$ cat config.mk
export PLATFORM = sky130hd
export DESIGN_NAME = dac_ramp_tx_flat
export DESIGN_NICKNAME = d
export VERILOG_FILES = /design/src/rtl/dac_pkg.sv /design/src/rtl/dac_ramp_tx_if.sv /design/src/rtl/dac_tick_gen.sv /design/src/rtl/dac_ramp_tx.sv /design/src/flat_wrapper.sv
export SDC_FILE = /design/constraint.sdc
export NUM_CORES = 1
export LEC_CHECK = 0
export CAP_MARGIN = 20
export CORE_UTILIZATION = 63
export CTS_CLUSTER_SIZE = 28
export DETAILED_ROUTE_END_ITERATION = 6
export PLACE_DENSITY = 0.95
export SLEW_MARGIN = 20
export SYNTH_ARGS = -nofsm -noshare
export SYNTH_HDL_FRONTEND = slang
export SYNTH_SLANG_ARGS = --single-unit
$ cat constraint.sdc
create_clock -name clk -period 7.9 [get_ports clk]
set_input_delay 1.58 -clock clk [delete_from_list [all_inputs] [get_ports clk]]
set_output_delay 1.58 -clock clk [all_outputs]
set_load 0.02 [all_outputs]
$ cat src/rtl/dac_pkg.sv
// Shared definitions for the DAC output ramp path: FSM state encoding,
// default data width and the midscale reset code.
package dac_pkg;

    localparam int DAC_W          = 14;
    localparam int DAC_RESET_CODE = 8192;

    typedef enum logic {
        IDLE = 1'b0,
        RAMP = 1'b1
    } state_t;

endpackage

$ cat src/rtl/dac_ramp_tx_if.sv
// Target-code handshake between the control logic (master) and the DAC
// ramp transmitter (slave).
interface dac_ramp_tx_if #(
    parameter int N = dac_pkg::DAC_W
) ();

    logic [N-1:0] target_data;
    logic         target_valid;
    logic         target_ready;

    modport master (
        output target_data,
        output target_valid,
        input  target_ready
    );

    modport slave (
        input  target_data,
        input  target_valid,
        output target_ready
    );

endinterface

$ cat src/rtl/dac_tick_gen.sv
// Free-running DAC update divider. Produces a one-cycle tick on the last
// clk of every DIV-cycle period and a registered 50% duty DAC latch clock
// that is low in the first half of each period and high in the second.
module dac_tick_gen #(
    parameter int DIV = 4
) (
    input  logic clk_i,
    input  logic rst_i,
    output logic tick_o,
    output logic dac_clk_o
);

    localparam int CW = $clog2(DIV);

    logic [CW-1:0] cnt_q;
    logic [CW-1:0] cnt_d;
    logic          dac_clk_q;

    // Wrap the counter after DIV-1; tick marks that final cycle.
    always_comb begin
        tick_o = (cnt_q == CW'(DIV - 1));
        cnt_d  = tick_o ? '0 : cnt_q + 1'b1;
    end

    // dac_clk is derived from the upcoming count so it is a clean flop output.
    always_ff @(posedge clk_i or posedge rst_i) begin
        if (rst_i) begin
            cnt_q     <= '0;
            dac_clk_q <= 1'b0;
        end else begin
            cnt_q     <= cnt_d;
            dac_clk_q <= (cnt_d >= CW'(DIV / 2));
        end
    end

    assign dac_clk_o = dac_clk_q;

endmodule

$ cat src/rtl/dac_ramp_tx.sv
// Slew-limited parallel DAC driver. Accepts target codes over a valid/ready
// handshake and moves dac_data toward the target by at most `step` codes per
// DAC update (step == 0 jumps directly). dac_data only changes on the edge
// after a divider tick, so it is stable while dac_clk is high.
// Optional build macro: DAC_RETARGET_EN -- keep accepting targets while a
// ramp is in progress; the ramp redirects from the current code.
module dac_ramp_tx
    import dac_pkg::*;
#(
    parameter int N          = DAC_W,
    parameter int DIV        = 4,
    parameter int RESET_CODE = DAC_RESET_CODE
) (
    input  logic                clk,
    input  logic                sys_rst,
    dac_ramp_tx_if.slave        tgt_bus,
    input  logic [N-1:0]        step,
    output logic [N-1:0]        dac_data,
    output logic                dac_clk,
    output logic                busy,
    output logic                at_target
);

    localparam logic [N-1:0] RST_V = N'(RESET_CODE);

    state_t       state_q, state_d;
    logic [N-1:0] dac_q, dac_d;
    logic [N-1:0] tgt_q, tgt_d;
    logic         tick;
    logic         accept;
    logic [N:0]   diff;
    logic [N:0]   mag;

    dac_tick_gen #(
        .DIV (DIV)
    ) u_tick_gen (
        .clk_i     (clk),
        .rst_i     (sys_rst),
        .tick_o    (tick),
        .dac_clk_o (dac_clk)
    );

    // Handshake readiness: always open with retargeting, otherwise idle-only.
    always_comb begin
`ifdef DAC_RETARGET_EN
        tgt_bus.target_ready = 1'b1;
`else
        tgt_bus.target_ready = (state_q == IDLE);
`endif
    end

    // Signed distance to the current target and its magnitude (N+1 bits).
    always_comb begin
        diff = {1'b0, tgt_q} - {1'b0, dac_q};
        mag  = diff[N] ? (~diff + 1'b1) : diff;
    end

    // Next code/target/state. A tick steps toward the target held before this
    // edge; a same-cycle acceptance only replaces the target for later ticks.
    // Leaving RAMP is decided on the resulting code vs resulting target, which
    // covers normal completion and a retarget onto the present code alike.
    always_comb begin
        state_d = state_q;
        dac_d   = dac_q;
        tgt_d   = tgt_q;
        accept  = tgt_bus.target_valid && tgt_bus.target_ready;

        if ((state_q == RAMP) && tick) begin
            if ((step == '0) || (mag <= {1'b0, step})) begin
                dac_d = tgt_q;
            end else if (diff[N]) begin
                dac_d = dac_q - step;
            end else begin
                dac_d = dac_q + step;
            end
        end

        if (accept) begin
            tgt_d = tgt_bus.target_data;
        end

        state_d = (dac_d == tgt_d) ? IDLE : RAMP;
    end

    // State, code and target registers; reset parks at midscale, idle.
    always_ff @(posedge clk or posedge sys_rst) begin
        if (sys_rst) begin
            state_q <= IDLE;
            dac_q   <= RST_V;
            tgt_q   <= RST_V;
        end else begin
            state_q <= state_d;
            dac_q   <= dac_d;
            tgt_q   <= tgt_d;
        end
    end

    // Status outputs decoded from the registered state.
    always_comb begin
        dac_data  = dac_q;
        busy      = (state_q == RAMP);
        at_target = (state_q == IDLE) && (dac_q == tgt_q);
    end

endmodule

$ cat src/flat_wrapper.sv
// flat-port wrapper written by rule: the top's interface ports become plain ports
module dac_ramp_tx_flat import dac_pkg::*;
#(
    parameter int N          = DAC_W,
    parameter int DIV        = 4,
    parameter int RESET_CODE = DAC_RESET_CODE
)
  (clk, sys_rst, step, dac_data, dac_clk, busy, at_target, tgt_bus_target_data, tgt_bus_target_valid, tgt_bus_target_ready);
  dac_ramp_tx_if #(.N(N)) tgt_bus_i ();
  input  logic clk;
  input  logic sys_rst;
  input  logic [N-1:0] step;
  output logic [N-1:0] dac_data;
  output logic dac_clk;
  output logic busy;
  output logic at_target;
  input wire logic [$bits(tgt_bus_i.target_data)-1:0] tgt_bus_target_data;
  input wire logic [$bits(tgt_bus_i.target_valid)-1:0] tgt_bus_target_valid;
  output wire logic [$bits(tgt_bus_i.target_ready)-1:0] tgt_bus_target_ready;
  assign tgt_bus_i.target_data = tgt_bus_target_data;
  assign tgt_bus_i.target_valid = tgt_bus_target_valid;
  assign tgt_bus_target_ready = tgt_bus_i.target_ready;
  dac_ramp_tx #(.N(N), .DIV(DIV), .RESET_CODE(RESET_CODE)) u_core (.clk(clk), .sys_rst(sys_rst), .tgt_bus(tgt_bus_i), .step(step), .dac_data(dac_data), .dac_clk(dac_clk), .busy(busy), .at_target(at_target));
endmodule
==> metrics.md <==
| Metric | Value |
|---|---|
| Post-Syn Area per Cell | 7.81 µm² |
| Setup TNS | 0 ns |
| Post-synthesis cell count | ~560 |
| Multi-input logic area | 3280 µm² |
| Clock Root Buffer | clkbuf_8 |
| Synthesized Nets | between 600 and 700 |
| Achievable Freq | about 150 MHz |
| Initial antenna violation count | 0 |
| Post-CTS Hold Buffers | 0 |
| WP buf/inv | 2 |
| Cell row count | 29 |
| DRC viols | 0 |
| Slowest CP cell | a21oi_1 |
| Status | finished, final reports clean |
| Via density | around 6.7 |
| Slowest stage delay, CP | 0.65 ns |
| GPL Wtd Cong | ~1 |
| Max Root-Sink Buffers | 2 |
| Compound-Gate Fraction of Synth Area | between 20% and 30% |
| Total Routing Usage GR | between 30% and 40% |
| CP Capture Type | flip-flop |
| Sequential share of the synthesized area | 17.9% |
| CTS clk-pin slew, worst paths | about 0.08 ns |
| Die area | about 7200 µm² |
| Crit path max-delay family | compound AO/OA/AOI/OAI gates |
| Largest family of logic cells by synthesized area | compound AO/OA/AOI/OAI gates |
| Critical path class | flip-flop to flip-flop |
| Simple-gate area share of the yosys netlist | 21.5% |
| Total Wirelength | 13.1 mm |
| WL met2 | roughly 6 mm |
| Area delta synth->final | 14.1% |
| Post-synth EDFFs | 0 |
| Post-CTS setup buffers | 0 |
| Top Metal Used | met4 |
| Filler Cell Count | ~500 |
| Commonest non-fill, non-tap cell in the layout | nand2_1 |
| DIE HEIGHT | 85.0 µm |
| Worst EP required | roughly 8.1 ns |
| Grt total ovfl | 0 |
| Sequence of cells on the critical path | inv_1 > ha_1 > inv_1 > fa_1 > a21oi_1 > o22ai_2 > a21o_1 > nand2_1 > nand2b_1 > a21oi_1 > o21ai_0 > xor2_1 > ha_1 > nand3_1 > or4_1 > o21ai_0 > a21o_1 > o31a_1 > nor3_1 > or4_1 > a2111oi_1 > nand3_1 |
| Unique cell type count in the Yosys netlist | 80 |
| Crit-path max FO | 15 |
| CTS sink count | 31 |
| Slew Viols, Final | 0 |
| DR vias | ~4500 |
| Most frequent cells in the layout | nand2_1 (54), inv_1 (53), clkdlybuf4s50_1 (48) |
| Hold WC Path Type | flip-flop to flip-flop |
| XOR/XNOR Fraction of Synth Area | between 10% and 20% |
| Number of global-route vias before repair | roughly 4200 |
| Largest net degree at the start of global routing | 32 |
| Post-synthesis mux area share | between 2 and 3% |
| Clock latency on the worst-skew pair | 0.30 ns |
| Post-synthesis register bit count | 31 |
| Total Nets Final | 674 |
| Detail Placement HPWL | approximately 10 mm |
| Asr flop ratio synth | 100% |
| Gates resized, CTS repair | 0 |
| Layout cell share with drive strength beyond 1 | 6.52% |
| Clock Skews | ~0.013 ns |
| Register area | between 700 and 800 µm² |
| Worst Setup Start Kind | flip-flop |
| Top FF cell, synth | dfrtp_1 |
| CTS HTree Levels | 2 |
| WL per Instance | roughly 20 µm |
| Die Wd | 85.0 µm |
| Max Cap Viol | 0 |
| Final setup fails | 0 |
| Starting density of the core | between 60% and 70% |
| Syn. warnings | 0 |
| Unrepaired setup endpoints after global routing | no |
| Routed length on met1 | 5.28 mm |
| Rel. slew slack | between 30% and 40% |
| Adder-Cell Fraction of Synth Area | about 14% |
| Post-synthesis cell area | 4340 µm² |
| First-pass GRT wire length | a little over 20 mm |
| Io pins | ~50 |
| Slew @ Worst Pin | 0.910 ns |
| Ant diodes | 0 |
| Hold Fails Final Rpt | 0 |
| Initial DRC count | 390 |
| Final Cycle Share | a little over four fifths |
| Final worst path period need | around 6.7 ns |
| Core Area | 6490 µm² |
| Post-DRT Antenna Nets | 0 |
| DRT Pass-1 Iters | 5 |
| CP arrival | between 6 and 7 ns |
| Num CTS Buffers | 5 |
| Number of port buffers | between 40 and 50 |
| Met3 WL | 1.40 mm |
| CTS tree | yes |
## sequential cells by signal, indices dropped and copies added, names as in the netlist
| signal | flops |
|---|---|
| u_core.busy | 1 |
| u_core.dac_data | 14 |
| u_core.tgt_q | 14 |
| u_core.u_tick_gen.cnt_q | 2 |
## kinds of logic after synthesis
family                   after synthesis
buffers and inverters                 70
flip-flops                            31
multiplexers                          12
XOR/XNOR                              50
adder cells (fa/ha/maj)               46
AND/OR/NAND/NOR                      182
AO/OA/AOI/OAI                        165
## metrics by stage
| step | hold slack, ns | setup WS [ns] | instance area [µm²] | std cells | util, % |
|---|---|---|---|---|---|
| final | 0.427 | 1.19 | 4960 | 675 | 76.3 |
| after global routing | 0.456 | 0.868 | 4960 | 675 | 76.3 |
| after CTS | 0.432 | 1.35 | 4960 | 675 | 76.3 |
| after detailed placement | 0.416 | 1.39 | 4860 | 667 | 74.8 |
| after global placement | 0.413 | 1.73 | 4860 | 667 | 74.8 |
| after floorplan | 0.401 | 2.71 | 4340 | 556 | - |
## cell type report
cell class	instances	share of cell area, %
Inverter	53	4.01
Clock buffer	8	2.02
Tap cell	77	1.94
Sequential cell	31	15.7
Multi-Input combinational cell	455	66.2
Timing Repair Buffer	51	10.1
## cell usage after synthesis (all sizes together), types with 6 or more instances
cell    count  area share (%)
buf         9             1.3
nand4       7             1.2
o31ai       6             1.0
nand2b     11             1.6
a21o        8             1.4
clkbuf      8            0.69
nor3       11             1.3
mux2i       6             1.4
dfrtp      29              17
xor2       15             3.0
inv        53             4.6
o21ai      39             4.5
nor2       45             4.1
a211oi     13             2.6
ha         44              13
a21oi      35             4.1
nand2      54             4.7
xnor2      34             6.9
o21a        9             1.6
nand3      17             2.1
o211ai      6             1.0
mux2        6             1.6
## path summary, 6_finish.rpt
| kind | start | to | slack, ns | cells past startpoint |
|---|---|---|---|---|
| max | u_core.tgt_q[0] | u_core.busy | 1.19 | 22 |
| min | u_core.u_tick_gen.cnt_q[0] | u_core.u_tick_gen.cnt_q[0] | 0.43 | 1 |
| max reg2reg | u_core.tgt_q[0] | u_core.busy | 1.19 | 22 |
| min reg2reg | u_core.u_tick_gen.cnt_q[0] | u_core.u_tick_gen.cnt_q[0] | 0.43 | 1 |
| max in group asynchronous | sys_rst | u_core.dac_data[13] | 5.89 | 3 |
| min in group asynchronous | sys_rst | u_core.dac_data[10] | 1.67 | 3 |
## routing by layer
metal  track usage (%)  vias to the layer above
li1                  -                     2105
met2              59.3                      269
met5                 0                        -
met4              16.3                        0
met1              46.6                     2081
met3              6.52                       54
Power is not shown: default switching activity piles up to over one toggle a cycle in this logic, so the estimate is an artifact.
